## src/rtl/inst_trace_buffer_pkg.sv

```systemverilog
// inst_trace_buffer_pkg
// Purpose: shared definitions for the instruction trace buffer and its
//          mnemonic decoder: MIPS32 opcode/funct/rt/rs field constants,
//          the ERET encoding, FSM state encodings, the trace entry layout
//          and the minimum mnemonic text width.
// Ports:   none (package).
package inst_trace_buffer_pkg;

  // Mnemonic text width; every mnemonic is at most six characters.
  localparam int ASCII_W_MIN = 48;

  // FSM state encodings, also driven straight onto the state output.
  localparam logic [1:0] ST_ARMED  = 2'b00;
  localparam logic [1:0] ST_POST   = 2'b01;
  localparam logic [1:0] ST_FROZEN = 2'b10;

  // Primary opcodes (instr[31:26]).
  localparam logic [5:0] OP_SPECIAL = 6'h00;
  localparam logic [5:0] OP_REGIMM  = 6'h01;
  localparam logic [5:0] OP_J       = 6'h02;
  localparam logic [5:0] OP_JAL     = 6'h03;
  localparam logic [5:0] OP_BEQ     = 6'h04;
  localparam logic [5:0] OP_BNE     = 6'h05;
  localparam logic [5:0] OP_BLEZ    = 6'h06;
  localparam logic [5:0] OP_BGTZ    = 6'h07;
  localparam logic [5:0] OP_ADDI    = 6'h08;
  localparam logic [5:0] OP_ADDIU   = 6'h09;
  localparam logic [5:0] OP_SLTI    = 6'h0A;
  localparam logic [5:0] OP_SLTIU   = 6'h0B;
  localparam logic [5:0] OP_ANDI    = 6'h0C;
  localparam logic [5:0] OP_ORI     = 6'h0D;
  localparam logic [5:0] OP_XORI    = 6'h0E;
  localparam logic [5:0] OP_LUI     = 6'h0F;
  localparam logic [5:0] OP_COP0    = 6'h10;
  localparam logic [5:0] OP_LB      = 6'h20;
  localparam logic [5:0] OP_LH      = 6'h21;
  localparam logic [5:0] OP_LW      = 6'h23;
  localparam logic [5:0] OP_LBU     = 6'h24;
  localparam logic [5:0] OP_LHU     = 6'h25;
  localparam logic [5:0] OP_SB      = 6'h28;
  localparam logic [5:0] OP_SH      = 6'h29;
  localparam logic [5:0] OP_SW      = 6'h2B;

  // SPECIAL funct codes (instr[5:0]).
  localparam logic [5:0] FN_SLL     = 6'h00;
  localparam logic [5:0] FN_SRL     = 6'h02;
  localparam logic [5:0] FN_SRA     = 6'h03;
  localparam logic [5:0] FN_SLLV    = 6'h04;
  localparam logic [5:0] FN_SRLV    = 6'h06;
  localparam logic [5:0] FN_SRAV    = 6'h07;
  localparam logic [5:0] FN_JR      = 6'h08;
  localparam logic [5:0] FN_JALR    = 6'h09;
  localparam logic [5:0] FN_SYSCALL = 6'h0C;
  localparam logic [5:0] FN_BREAK   = 6'h0D;
  localparam logic [5:0] FN_MFHI    = 6'h10;
  localparam logic [5:0] FN_MTHI    = 6'h11;
  localparam logic [5:0] FN_MFLO    = 6'h12;
  localparam logic [5:0] FN_MTLO    = 6'h13;
  localparam logic [5:0] FN_MULT    = 6'h18;
  localparam logic [5:0] FN_MULTU   = 6'h19;
  localparam logic [5:0] FN_DIV     = 6'h1A;
  localparam logic [5:0] FN_DIVU    = 6'h1B;
  localparam logic [5:0] FN_ADD     = 6'h20;
  localparam logic [5:0] FN_ADDU    = 6'h21;
  localparam logic [5:0] FN_SUB     = 6'h22;
  localparam logic [5:0] FN_SUBU    = 6'h23;
  localparam logic [5:0] FN_AND     = 6'h24;
  localparam logic [5:0] FN_OR      = 6'h25;
  localparam logic [5:0] FN_XOR     = 6'h26;
  localparam logic [5:0] FN_NOR     = 6'h27;
  localparam logic [5:0] FN_SLT     = 6'h2A;
  localparam logic [5:0] FN_SLTU    = 6'h2B;

  // REGIMM rt codes (instr[20:16]).
  localparam logic [4:0] RT_BLTZ   = 5'h00;
  localparam logic [4:0] RT_BGEZ   = 5'h01;
  localparam logic [4:0] RT_BLTZAL = 5'h10;
  localparam logic [4:0] RT_BGEZAL = 5'h11;

  // COP0 rs codes (instr[25:21]).
  localparam logic [4:0] RS_MFC0 = 5'h00;
  localparam logic [4:0] RS_MTC0 = 5'h04;

  localparam logic [31:0] ERET_ENC = 32'h4200_0018;

  // One stored trace record; text is never stored, only decoded on read.
  typedef struct packed {
    logic [31:0] pc;
    logic [31:0] instr;
  } trace_entry_t;

endpackage

```

## src/rtl/inst_mnemonic_lut.sv

```systemverilog
// inst_mnemonic_lut
// Purpose: combinational MIPS32 integer-subset decoder producing a
//          right-justified, zero-padded 8-bit ASCII mnemonic.
// Ports:   instr [31:0]         in   instruction encoding
//          ascii [ASCII_W-1:0]  out  mnemonic text
module inst_mnemonic_lut
  import inst_trace_buffer_pkg::*;
#(
  parameter int ASCII_W = ASCII_W_MIN
) (
  input  logic [31:0]        instr,
  output logic [ASCII_W-1:0] ascii
);

  logic [5:0]  op;
  logic [5:0]  funct;
  logic [4:0]  rs;
  logic [4:0]  rt;
  logic [47:0] txt;
  logic        unused_bits;

  assign op          = instr[31:26];
  assign rs          = instr[25:21];
  assign rt          = instr[20:16];
  assign funct       = instr[5:0];
  assign unused_bits = ^instr[15:6];

  // NOP and ERET are whole-word matches and win over field decoding;
  // anything not recognised falls back to "N-R". SYSCALL is clipped to
  // six characters so that every mnemonic fits the minimum width.
  always_comb begin
    txt = 48'("N-R");
    if (instr == 32'h0) begin
      txt = 48'("NOP");
    end else if (instr == ERET_ENC) begin
      txt = 48'("ERET");
    end else begin
      case (op)
        OP_SPECIAL: begin
          case (funct)
            FN_SLL:     txt = 48'("SLL");
            FN_SRL:     txt = 48'("SRL");
            FN_SRA:     txt = 48'("SRA");
            FN_SLLV:    txt = 48'("SLLV");
            FN_SRLV:    txt = 48'("SRLV");
            FN_SRAV:    txt = 48'("SRAV");
            FN_JR:      txt = 48'("JR");
            FN_JALR:    txt = 48'("JALR");
            FN_SYSCALL: txt = 48'("SYSCAL");
            FN_BREAK:   txt = 48'("BREAK");
            FN_MFHI:    txt = 48'("MFHI");
            FN_MTHI:    txt = 48'("MTHI");
            FN_MFLO:    txt = 48'("MFLO");
            FN_MTLO:    txt = 48'("MTLO");
            FN_MULT:    txt = 48'("MULT");
            FN_MULTU:   txt = 48'("MULTU");
            FN_DIV:     txt = 48'("DIV");
            FN_DIVU:    txt = 48'("DIVU");
            FN_ADD:     txt = 48'("ADD");
            FN_ADDU:    txt = 48'("ADDU");
            FN_SUB:     txt = 48'("SUB");
            FN_SUBU:    txt = 48'("SUBU");
            FN_AND:     txt = 48'("AND");
            FN_OR:      txt = 48'("OR");
            FN_XOR:     txt = 48'("XOR");
            FN_NOR:     txt = 48'("NOR");
            FN_SLT:     txt = 48'("SLT");
            FN_SLTU:    txt = 48'("SLTU");
            default:    txt = 48'("N-R");
          endcase
        end
        OP_REGIMM: begin
          case (rt)
            RT_BLTZ:   txt = 48'("BLTZ");
            RT_BGEZ:   txt = 48'("BGEZ");
            RT_BLTZAL: txt = 48'("BLTZAL");
            RT_BGEZAL: txt = 48'("BGEZAL");
            default:   txt = 48'("N-R");
          endcase
        end
        OP_COP0: begin
          if (rs == RS_MFC0)      txt = 48'("MFC0");
          else if (rs == RS_MTC0) txt = 48'("MTC0");
          else                    txt = 48'("N-R");
        end
        OP_J:     txt = 48'("J");
        OP_JAL:   txt = 48'("JAL");
        OP_BEQ:   txt = 48'("BEQ");
        OP_BNE:   txt = 48'("BNE");
        OP_BLEZ:  txt = 48'("BLEZ");
        OP_BGTZ:  txt = 48'("BGTZ");
        OP_ADDI:  txt = 48'("ADDI");
        OP_ADDIU: txt = 48'("ADDIU");
        OP_SLTI:  txt = 48'("SLTI");
        OP_SLTIU: txt = 48'("SLTIU");
        OP_ANDI:  txt = 48'("ANDI");
        OP_ORI:   txt = 48'("ORI");
        OP_XORI:  txt = 48'("XORI");
        OP_LUI:   txt = 48'("LUI");
        OP_LB:    txt = 48'("LB");
        OP_LH:    txt = 48'("LH");
        OP_LW:    txt = 48'("LW");
        OP_LBU:   txt = 48'("LBU");
        OP_LHU:   txt = 48'("LHU");
        OP_SB:    txt = 48'("SB");
        OP_SH:    txt = 48'("SH");
        OP_SW:    txt = 48'("SW");
        default:  txt = 48'("N-R");
      endcase
    end
  end

  assign ascii = ASCII_W'(txt);

endmodule

```

## src/rtl/inst_trace_buffer.sv

```systemverilog
// inst_trace_buffer
// Purpose: circular instruction-commit trace with PC-match trigger. Records
//          commits while ARMED, keeps TRIG_POST more after a trigger, then
//          freezes and lets a consumer drain entries oldest-first, each
//          decoded to an ASCII mnemonic.
// Ports:   clk, resetn (async, active-low)
//          commit_valid/commit_pc/commit_instr  retiring instruction
//          trig_en/trig_pc                      PC-match trigger
//          clr                                  empty buffer, re-arm
//          rd_ready/rd_valid/rd_pc/rd_instr/rd_ascii  readout handshake
//          state, count, ovw_cnt                status
module inst_trace_buffer
  import inst_trace_buffer_pkg::*;
#(
  parameter int DEPTH     = 16,
  parameter int ASCII_W   = ASCII_W_MIN,
  parameter int TRIG_POST = 4,
  parameter int CNT_W     = $clog2(DEPTH) + 1
) (
  input  logic               clk,
  input  logic               resetn,
  input  logic               commit_valid,
  input  logic [31:0]        commit_pc,
  input  logic [31:0]        commit_instr,
  input  logic               trig_en,
  input  logic [31:0]        trig_pc,
  input  logic               clr,
  input  logic               rd_ready,
  output logic               rd_valid,
  output logic [31:0]        rd_pc,
  output logic [31:0]        rd_instr,
  output logic [ASCII_W-1:0] rd_ascii,
  output logic [1:0]         state,
  output logic [CNT_W-1:0]   count,
  output logic [15:0]        ovw_cnt
);

  localparam int AW = $clog2(DEPTH);

  trace_entry_t  mem [DEPTH];
  logic [AW-1:0] wr_ptr;
  logic [AW-1:0] rd_ptr;
  logic [AW-1:0] post_cnt;
  logic          capture;
  logic          trigger;
  logic          pop;
  logic          full;

  assign capture  = commit_valid && (state != ST_FROZEN);
  assign trigger  = commit_valid && trig_en && (commit_pc == trig_pc) &&
                    (state == ST_ARMED);
  assign full     = (count == CNT_W'(DEPTH));
  assign rd_valid = (state == ST_FROZEN) && (count != '0);
  assign pop      = rd_valid && rd_ready;
  assign rd_pc    = mem[rd_ptr].pc;
  assign rd_instr = mem[rd_ptr].instr;

  // Storage is deliberately unreset; count=0 keeps stale data invisible.
  // A clr in the same cycle discards the commit.
  always_ff @(posedge clk) begin
    if (resetn && capture && !clr) begin
      mem[wr_ptr] <= '{pc: commit_pc, instr: commit_instr};
    end
  end

  // Control: capture and pop never coincide because capture is blocked in
  // FROZEN and pop only exists in FROZEN. When full, a capture pushes the
  // read pointer along so the oldest entry is the one lost.
  always_ff @(posedge clk or negedge resetn) begin
    if (!resetn) begin
      state    <= ST_ARMED;
      count    <= '0;
      wr_ptr   <= '0;
      rd_ptr   <= '0;
      post_cnt <= '0;
      ovw_cnt  <= '0;
    end else if (clr) begin
      state    <= ST_ARMED;
      count    <= '0;
      wr_ptr   <= '0;
      rd_ptr   <= '0;
      post_cnt <= '0;
      ovw_cnt  <= '0;
    end else begin
      if (capture) begin
        wr_ptr <= wr_ptr + AW'(1);
        if (full) begin
          rd_ptr <= rd_ptr + AW'(1);
          if (ovw_cnt != 16'hFFFF) ovw_cnt <= ovw_cnt + 16'd1;
        end else begin
          count <= count + CNT_W'(1);
        end
      end

      case (state)
        ST_ARMED: begin
          if (trigger) begin
            post_cnt <= AW'(TRIG_POST);
            state    <= (TRIG_POST == 0) ? ST_FROZEN : ST_POST;
          end
        end
        ST_POST: begin
          if (commit_valid) begin
            post_cnt <= post_cnt - AW'(1);
            if (post_cnt == AW'(1)) state <= ST_FROZEN;
          end
        end
        ST_FROZEN: begin
          if (pop) begin
            rd_ptr <= rd_ptr + AW'(1);
            count  <= count - CNT_W'(1);
            if (count == CNT_W'(1)) state <= ST_ARMED;
          end
        end
        default: state <= ST_ARMED;
      endcase
    end
  end

  inst_mnemonic_lut #(
    .ASCII_W (ASCII_W)
  ) u_lut (
    .instr (rd_instr),
    .ascii (rd_ascii)
  );

endmodule

```

## config.mk

```make
export PLATFORM = sky130hd
export DESIGN_NAME = inst_trace_buffer
export DESIGN_NICKNAME = d
export VERILOG_FILES = /design/src/rtl/inst_trace_buffer_pkg.sv /design/src/rtl/inst_mnemonic_lut.sv /design/src/rtl/inst_trace_buffer.sv
export SDC_FILE = /design/constraint.sdc
export NUM_CORES = 1
export LEC_CHECK = 0
export CORE_ASPECT_RATIO = 1.75
export CORE_MARGIN = 2
export CORE_UTILIZATION = 65
export CTS_BUF_LIST = sky130_fd_sc_hd__clkbuf_4 sky130_fd_sc_hd__clkbuf_8
export DETAILED_ROUTE_END_ITERATION = 8
export GPL_TIMING_DRIVEN = 0
export PLACE_DENSITY = 0.95
export SLEW_MARGIN = 20
export SYNTH_ARGS = -nofsm -noshare
export SYNTH_HDL_FRONTEND = slang
export SYNTH_SLANG_ARGS = --single-unit
```

## constraint.sdc

```tcl
create_clock -name clk -period 15.4 [get_ports clk]
set_clock_uncertainty 0.1 [all_clocks]
set_input_delay 3.85 -clock clk [delete_from_list [all_inputs] [get_ports clk]]
set_output_delay 3.85 -clock clk [all_outputs]
set_load 0.01 [all_outputs]
```

* After elaboration in Yosys (flattened, before gate mapping)
Memories as Yosys holds them, arrays and structs flattened. Cells that the tools add are included.
Cells by class: add/subtract/negate cells 6, eq/ne operators 42, muxes and demuxes 35, reductions and logical operators 22
Operators by type and width (count):
- $pmux 48 s25 | 1
- $pmux 47 s4 | 1
- $mux 48 | 3
- $mux 16 | 4
- $eq 6x4->1 const B | 8
- $eq 6x6->1 const B | 8
- $mux 4 | 10
- $eq 32x31->1 const B | 1
- $eq 32x32->1 | 1
- $logic_not 32->1 | 1
- $mux 31 | 1
- $mux 5 | 5
- $eq 6x3->1 const B | 4
- $add 16x1->16 const B | 1
- $ne 16x16->1 const B | 1
- $eq 5x5->1 const B | 3
- $eq 6x2->1 const B | 2
- $mux 2 | 6
- $ne 3x3->1 const B | 4
- $eq 5x1->1 const B | 2
- $logic_not 5->1 | 2
- $add 4x1->4 const B | 2
- $logic_and 1x1->1 | 8
- $pmux 4 s2 | 1
- other kinds (21) | 25
Word-level totals: flip-flop bits (word level) 35, memory bits (writable) 1024, memory bits (read-only) 2176, input bits 102, output and inout bits 136, word-level logic and storage cells 113, memories kept 2
Memories:
- (name not given) | depth 64, bits a word 34, read ports 1, clocked after Yosys merged registers in 0, write ports 0, RTL line inst_mnemonic_lut.sv:40 | case (funct)
- mem | depth 16, bits a word 64, read ports 1, clocked after Yosys merged registers in 0, write ports 1, RTL line inst_trace_buffer.sv:40 | trace_entry_t mem [DEPTH];

* Depth between registers and ports, before layout
Gate-level depths: netlist of run 1. An unclocked memory read counts as a cell.
depth after elaboration 7, mapped depth 16, gate-level depth less buffers 11

* By module
A second synthesis of run 1 with hierarchy kept.
Unflattened totals: cell total of the unflattened synthesis 2124, area total of the unflattened synthesis 43590.6 um^2
By module, submodules not included:
- inst_trace_buffer | instances 1, cells an instance 1705, area an instance 41014.3 um^2, seq. area each 31625.3 um^2
- inst_mnemonic_lut | instances 1, cells an instance 419, area an instance 2576.2 um^2, seq. area each 0.0 um^2

* Worst setup path after synthesis of run 1
No wires, ideal clock.
kind input-to-reg, start point input clr, end point memory mem[0][0] in the netlist's numbering (enable), library setup time 565 ps, arrival 8866 ps, required time 14735 ps, path slack 5869 ps, stages 4, path buffers 1, cells stage by stage clkbuf_1 -> nor3b_1 -> nand2_1 -> nor3_1
Between the ends: word-level cells in the longest chain between the ends 4
RTL lines:
- start: declaration | RTL line inst_trace_buffer.sv:27 | input logic clr,
- $logic_not 1->1 | RTL line inst_trace_buffer.sv:61 | if (resetn && capture && !clr) begin
- $logic_and 1x1->1 | RTL line inst_trace_buffer.sv:61
- $mux 1 | RTL line inst_trace_buffer.sv:61
- $mux 1 (implied by the code) | RTL line inst_trace_buffer.sv:62 | mem[wr_ptr] <= '{pc: commit_pc, instr: commit_instr};
- end: declaration | RTL line inst_trace_buffer.sv:40
No other way between the ends.

* Final worst setup path of run 1
start point register rd_ptr[1], end point output rd_ascii[10]
Between the ends: word-level cells in the longest chain between the ends 7, elaborated cells between the ends (all ways) 41, classes of those cells eq/ne (29); mux (6); reduce/logical (4); memory (2)
RTL lines:
- start: declaration | RTL line inst_trace_buffer.sv:42 | logic [AW-1:0] rd_ptr;
- start signal: assignment | RTL line inst_trace_buffer.sv:88 | rd_ptr <= rd_ptr + AW'(1);
- start signal: assignment | RTL line inst_trace_buffer.sv:110 | rd_ptr <= rd_ptr + AW'(1);
- $mem_v2 16x64 *
- branches (longest 5 deep; another with $mem_v2 64x34)
- $mux 48 * | RTL line inst_mnemonic_lut.sv:33 | if (instr == 32'h0) begin
- end: declaration | RTL line inst_trace_buffer.sv:32 | output logic [ASCII_W-1:0] rd_ascii,
Every way passes the cells marked *.

==> results of run 1 <==
worst max-delay path by stage:
stage / startpoint / slack (ps) / cells after the start / to
2_1_floorplan: clr / 5870 / 4 / mem[0][0]
3_3_place_gp: resetn / -850 / 4 / mem[3][11]
3_5_place_dp: rd_ptr[1] / 5450 / 16 / rd_ascii[10]
4_1_cts: rd_ptr[1] / 4600 / 16 / rd_ascii[10]
5_1_grt: rd_ptr[1] / 4490 / 17 / rd_ascii[10]
6_report: rd_ptr[1] / 4540 / 17 / rd_ascii[10]
layout by cell type (no fill, tap or decap), types with 27 or more instances in the layout:
cell type	synthesis	layout
nand2_1	142	142
edfxtp_1	1024	1024
clkdlybuf4s50_1	0	223
clkbuf_1	53	49
mux4_2	280	280
a22oi_1	36	36
a21oi_1	51	51
clkbuf_4	1	47
clkbuf_8	0	141
xnor2_1	40	40
o21ai_0	31	31
clkinv_1	0	27
buf_16	0	30
nand3_1	33	33
nor2_1	99	87
dfrtp_1	35	35
buf_4	22	54
cells by family (layout without fill, tap and decap cells):
kind of cell | count (synthesis) | count (layout) | share of synthesized area [%]
buffers and inverters | 159 | 722 | 1.95
adder cells (fa/ha/maj) | 18 | 18 | 0.521
multiplexers | 307 | 307 | 15.6
flip-flops | 1059 | 1059 | 73.2
AND/OR/NAND/NOR | 383 | 383 | 4.25
other | 1 | 20 | 0.00868
XOR/XNOR | 55 | 55 | 1.11
AO/OA/AOI/OAI | 217 | 217 | 3.39
tightest hold or removal path: stages (launching register included):
cell	delay [ps]
dfrtp_1	410
xor2_1	80
nor2_1	70
layout make-up:
type,instances,area share (%)
Antenna cell,8,0.0392
Timing Repair Buffer,315,7.38
Clock buffer,187,4.47
Inverter,25,0.184
Tap cell,889,2.18
Multi-Input combinational cell,992,21.4
Buffer,134,1.51
Clock inverter,61,0.936
Sequential cell,1059,61.9
cell usage after synthesis, drive strengths merged (5+ instances only):
| cell type | number | area, sq um |
|---|---|---|
| edfxtp | 1024 | 30700 |
| mux4 | 290 | 6570 |
| nand2 | 142 | 533 |
| nor2 | 99 | 372 |
| buf | 80 | 544 |
| clkbuf | 54 | 206 |
| a21oi | 52 | 264 |
| xnor2 | 40 | 350 |
| a22oi | 36 | 270 |
| dfrtp | 35 | 876 |
| o21ai | 34 | 170 |
| nand3 | 33 | 165 |
| inv | 25 | 93.8 |
| nand4 | 25 | 156 |
| nor3 | 22 | 115 |
| ha | 18 | 225 |
| mux2i | 15 | 150 |
| xor2 | 15 | 131 |
| nor2b | 12 | 75.1 |
| and4 | 10 | 87.6 |
| a211oi | 9 | 67.6 |
| nor4 | 9 | 98.8 |
| o22ai | 9 | 56.3 |
| a32oi | 8 | 70.1 |
| o211ai | 8 | 60.1 |
| a31oi | 7 | 43.8 |
| a21boi | 6 | 45.0 |
| a21o | 6 | 45.0 |
| a221oi | 5 | 50.0 |
| and2 | 5 | 31.3 |
| and3 | 5 | 31.3 |
metrics by stage:
stage | setup TNS (ps) | power (mW) | util (%)
after detailed placement | 0 | 3.43 | 72.9
after floorplan | 0 | 3.30 | -
final | 0 | 5.54 | 77.2
after CTS | 0 | 5.49 | 77.1
after global placement | -203780 | 3.41 | 70.5
after global routing | 0 | 5.63 | 77.2
registers in the layout, summed over array words and instances (netlist names):
| signal | cells |
|---|---|
| post_cnt | 4 |
| ovw_cnt | 16 |
| rd_ptr | 4 |
| count | 5 |
| state | 2 |
| mem | 1024 |
| wr_ptr | 4 |
routing by layer:
metal  share of wire, %  track usage [%]  vias to the layer above
li1                   -                -                    10000
met1                 28             48.0                    13300
met2                 49             68.6                     2956
met3                 13             10.0                      770
met4                9.6             30.7                       12
met5              0.055                0                        -
power groups by stage:
stage               Combinational [mW]  Sequential (mW)  Clock [mW]
floorplan                       0.0633             3.24           0
global placement                 0.170             3.24           0
detailed placement               0.188             3.24           0
CTS                              0.191             3.18        2.13
global route                     0.210             3.18        2.24
finish                           0.205             3.18        2.16
==> impl_metrics.tcl, run 1 <==
set metrics [dict create \
    insertion_delay_ps 800 \
    track_usage_pct 41.9 \
    die-height_um 345 \
    tightestPinTransition_ps 1220 \
    start_util_pct 65.3 \
    drt-vias-per-instance 7.36 \
    reg2reg_depth 10 \
    fp.dieW_um 199 \
    globalplace.congestion 0.973 \
    cts.htree.levels 4 \
    grt_pass1_vias 27300 \
    synth_edf_count 1024 \
    drt-total-wl_um 144000 \
    vias 27000 \
    fin_nets 2786 \
    cts.path.max_buffers 3 \
    postSynth.asyncResetShare_pct 3.31 \
    ant_nets 0 \
    grt_setup_unrepaired "no" \
    synthToLayoutAreaGrowth_pct 18.2 \
    grt_antenna_before_repair 13 \
    fmax_ghz 0.0921 \
    io_buffer_count 224 \
    drtPass1Iterations 8 \
    pwr-share-comb_pct 3.7 \
    fp-row-count 125 \
    fin_area_sq_mm 0.0511 \
    cp.buffers_inverters 10 \
    layout-drive-gt1-share_pct 25.4 \
    r2r-end "mem[0][13]" \
    end_kind "output pin" \
    ys_seq_area_share_pct 73.2 \
    ys_ff_latch 1059 \
    fill_cells 3143 \
    cts_hold_buffers 0 \
    pin_count 238 \
    synth.distinct_cells 79 \
    critPathSlowestCell "o21ai_0" \
    r2r_start "state[0]" \
    cts_resized 0 \
    drv_cap 0 \
    multi_input_area_sq_mm 0.0109 \
    p_clk_share_pct 39.0 \
    post_cts_buffers 0 \
    dp_cells 3412 \
    dpl_worst_slack_ps 5450 \
    final_cells 3670 \
    setup_ws_ps 4540 \
    clk_pin_slew_worst_paths_ps 70 \
    r2r_slack_ps 10820 \
    cts_root_buf "clkbuf_8" \
    ys.flop_type "edfxtp_1" \
    grt_max_degree 28 \
    p_sw_mw 1.22 \
    cp_max_fo 12 \
    seq_power_share_pct 57.3 \
    hold_start "ovw_cnt[6]" \
    holdPathEnd "ovw_cnt[6]" \
    drt_iter0_drc 4605 \
    cts_tree "yes" \
    status "completed" \
    final-seq-area_sq_mm 0.0316 \
    critPathTopFamily "buffers and inverters" \
    powerDensity_mw_per_mm2 108 \
    whs_path_depth 2 \
    cpMostUsedCell "buf_2" \
    avgSynthCellArea_sq_um 19.7 \
    switching_share_pct 22.1 \
    netlist_area_sq_mm 0.0432 \
    cts_sinks 1059 \
    cp_cell_sequence "buf_2 > buf_2 > buf_2 > buf_2 > buf_2 > mux4_1 > a221oi_2 > buf_4 > inv_2 > ha_1 > clkbuf_1 > inv_1 > nor3_1 > o21ai_0 > a221oi_1 > o2111ai_1 > clkdlybuf4s50_1" \
    core-area_sq_mm 0.0662 \
    final_hold_viol_count 0 \
    internal_power_mw 4.31 \
    period_minus_slack_ps 10860 \
    critPathLaunchType "register" \
    cp.required_ps 11450 \
    vdd_drop_max_mv 0.0980 \
    min_path_type "reg2reg" \
    whs_ps 506 \
    grt_remaining_overflow 0 \
    grt_pass1_wl_um 196000 \
    dp_hpwl_um 94600 \
    setup_viol 0 \
    wire_per_inst_um 39.3 \
    synthCells 2199 \
    crit_type "reg2out" \
    slowest_delay_ps 940 \
    critPathArrivalTime_ps 6910 \
    numCtsBuffers 139 \
    drc_errors 0 \
    maxSlewHeadroom_pct 18.4 \
    synth_warnings 0 \
    fin_crit_sh_pct 70.5 \
    dieArea_sq_mm 0.0687 \
    placedInstanceArea_sq_mm 0.0483 \
    leakagePower_nw 16.3 \
    drv_slew 0 \
]
No activity file was read; power rests on OpenSTA's default activity.
==> inputs of run 2 (changes only) <==
--- a/config.mk
+++ b/config.mk
@@ -7,11 +7,11 @@
 export LEC_CHECK = 0
 export CORE_ASPECT_RATIO = 1.75
 export CORE_MARGIN = 2
-export CORE_UTILIZATION = 65
+export CORE_UTILIZATION = 62
 export CTS_BUF_LIST = sky130_fd_sc_hd__clkbuf_4 sky130_fd_sc_hd__clkbuf_8
 export DETAILED_ROUTE_END_ITERATION = 8
 export GPL_TIMING_DRIVEN = 0
-export PLACE_DENSITY = 0.95
+export PLACE_DENSITY = 0.91
 export SLEW_MARGIN = 20
 export SYNTH_ARGS = -nofsm -noshare
 export SYNTH_HDL_FRONTEND = slang
==> constraint.sdc (replaced) <==
create_clock -name clk -period 11 [get_ports clk]
set_clock_uncertainty 0.1 [all_clocks]
set_input_delay 2.75 -clock clk [delete_from_list [all_inputs] [get_ports clk]]
set_output_delay 2.75 -clock clk [all_outputs]
set_load 0.01 [all_outputs]
==> run 2 against run 1 <==
Effect of this change: core utilization decreased by 3.7 points; die area increased by 4.8%; clock power increased by 33%; total power increased by 37%; sequential power increased by 40%; count of clock-buffer cells in the layout decreased by 14; critical path depth decreased by 1; final cell count increased by 0.57%; largest cell class unchanged; largest power group unchanged; highest routed layer unchanged.
==> impl_metrics.tcl, run 2 (synthesis results as in run 1) <==
set metrics [dict create \
    final_util_pct 73.6 \
    pin_count 238 \
    clk_pin_slew_worst_paths_ps 70 \
    powerDensity_mw_per_mm2 149 \
    maxSlewHeadroom_pct 21.6 \
    die-height_um 353 \
    drc_errors 0 \
    cpMostUsedCell "buf_2" \
    drtPass1Iterations 6 \
    fp.dieW_um 204 \
    placedInstanceArea_sq_mm 0.0483 \
    whs_ps 405 \
    layout_common_cells "edfxtp_1 (1024), mux4_2 (280), clkdlybuf4s50_1 (223)" \
    insertion_delay_ps 770 \
    ant_nets 0 \
    critPathLaunchType "register" \
    dp_cells 3434 \
    vdd_drop_max_mv 0.136 \
    setup_ws_ps 1280 \
    cts_sinks 1059 \
    core-area_sq_mm 0.0693 \
    slowest_delay_ps 970 \
    r2r_slack_ps 6460 \
    reg2reg_depth 11 \
    setup_viol 0 \
    cp.required_ps 8150 \
    drv_slew 0 \
    drt-total-wl_um 129000 \
    fp-row-count 128 \
    r2r-end "rd_ptr[3]" \
    status "completed" \
    drt_iter0_drc 3156 \
    leakagePower_nw 16.2 \
    drv_cap 0 \
    post_cts_buffers 0 \
    wire_per_inst_um 35.0 \
    numCtsBuffers 139 \
    largestRegisters "mem: 1024 flops, ovw_cnt: 16 flops, count: 5 flops" \
    fin_area_sq_mm 0.0510 \
    critPathSlowestCell "a221oi_2" \
    min_path_type "reg2reg" \
    largest-register "mem" \
    start_util_pct 62.3 \
    layout-drive-gt1-share_pct 25.0 \
    globalplace.congestion 1.03 \
    cts_hold_buffers 0 \
    whs_path_depth 2 \
    grt_remaining_overflow 0 \
    cp_cell_sequence "buf_2 > buf_2 > buf_2 > buf_2 > buf_2 > mux4_2 > a221oi_2 > inv_2 > ha_1 > clkbuf_1 > nor3_1 > a2111oi_2 > a311oi_1 > a221oi_1 > o2111ai_1 > clkdlybuf4s50_1" \
    cts.htree.levels 4 \
    dp_hpwl_um 87500 \
    critPathTopFamily "buffers and inverters" \
    cts.path.max_buffers 3 \
    fill_cells 3736 \
    fmax_ghz 0.103 \
    grt_pass1_vias 26500 \
    crit_type "reg2out" \
    track_usage_pct 36.8 \
    vias 25400 \
    io_buffer_count 224 \
    cts_root_buf "clkbuf_8" \
    tightestPinTransition_ps 1180 \
    final_hold_viol_count 0 \
    grt_max_degree 33 \
    fin_nets 2786 \
    drt-vias-per-instance 6.89 \
    synthToLayoutAreaGrowth_pct 18.0 \
    holdPathEnd "post_cnt[1]" \
    grt_pass1_wl_um 184000 \
    fin_crit_sh_pct 88.4 \
    end_kind "output pin" \
    cts_resized 0 \
    layout_commonest_cell "edfxtp_1" \
    grt_setup_unrepaired "no" \
    dieArea_sq_mm 0.0719 \
    dpl_worst_slack_ps 2100 \
    grt_antenna_before_repair 11 \
    cp.buffers_inverters 8 \
    r2r_start "rd_ptr[1]" \
    cp_max_fo 12 \
    critPathArrivalTime_ps 6870 \
    final_cells 3691 \
    hold_start "post_cnt[1]" \
    cts_tree "yes" \
    largest_reg_flops 1024 \
    period_minus_slack_ps 9720 \
]
==> run 2: per-stage QoR <==
| stage | setup TNS, ps | power, mW |
|---|---|---|
| 3_3_place_gp | -1672580 | 4.77 |
| 6_report | 0 | 7.60 |
| 3_5_place_dp | 0 | 4.79 |
| 4_1_cts | 0 | 7.60 |
| 5_1_grt | 0 | 7.75 |
| 2_1_floorplan | 0 | 4.62 |
==> run 2: worst max path at each step <==
| stage | startpoint | endpoint | slack (ps) | cells past startpoint |
|---|---|---|---|---|
| 2_1_floorplan | clr | mem[0][0] | 2570 | 4 |
| 4_1_cts | rd_ptr[1] | rd_ascii[10] | 1300 | 16 |
| 6_report | rd_ptr[1] | rd_ascii[10] | 1280 | 16 |
| 5_1_grt | rd_ptr[1] | rd_ascii[10] | 1140 | 16 |
| 3_3_place_gp | resetn | mem[1][14] | -4400 | 4 |
| 3_5_place_dp | rd_ptr[1] | rd_ascii[10] | 2100 | 16 |
==> run 2: layout make-up <==
class	instances	area [sq um]	share of cell area, %
Clock inverter	77	504	0.988
Multi-Input combinational cell	992	11000	21.5
Inverter	25	93.8	0.184
Clock buffer	173	2190	4.29
Sequential cell	1059	31600	62.0
Antenna cell	6	15.0	0.0294
Tap cell	910	1140	2.23
Timing Repair Buffer	315	3740	7.33
Buffer	134	763	1.50
==> run 2: worst register-to-register path, cell delays in order (launching register included) <==
cell      delay (ps)
dfrtp_1          360
buf_2            190
buf_2            330
buf_2            370
buf_2            370
buf_2            360
buf_2            360
clkbuf_1         680
clkbuf_1         670
nand4_1          240
xnor2_1          300
nor2_1            70
==> run 2: where the power goes <==
part / switching [mW] / internal [mW] / leakage [nW]
sequential: 0.00770 / 4.44 / 9.70
clock: 1.47 / 1.42 / 1.40
combinational: 0.171 / 0.0979 / 5.11
==> run 2: per-layer routing <==
metal,GRT usage [%],wire (um),up-vias
li1,-,-,10000
met1,40.7,38700,12700
met2,63.4,67300,2135
met3,8.48,13200,555
met4,24.2,9790,10
met5,0,57,-
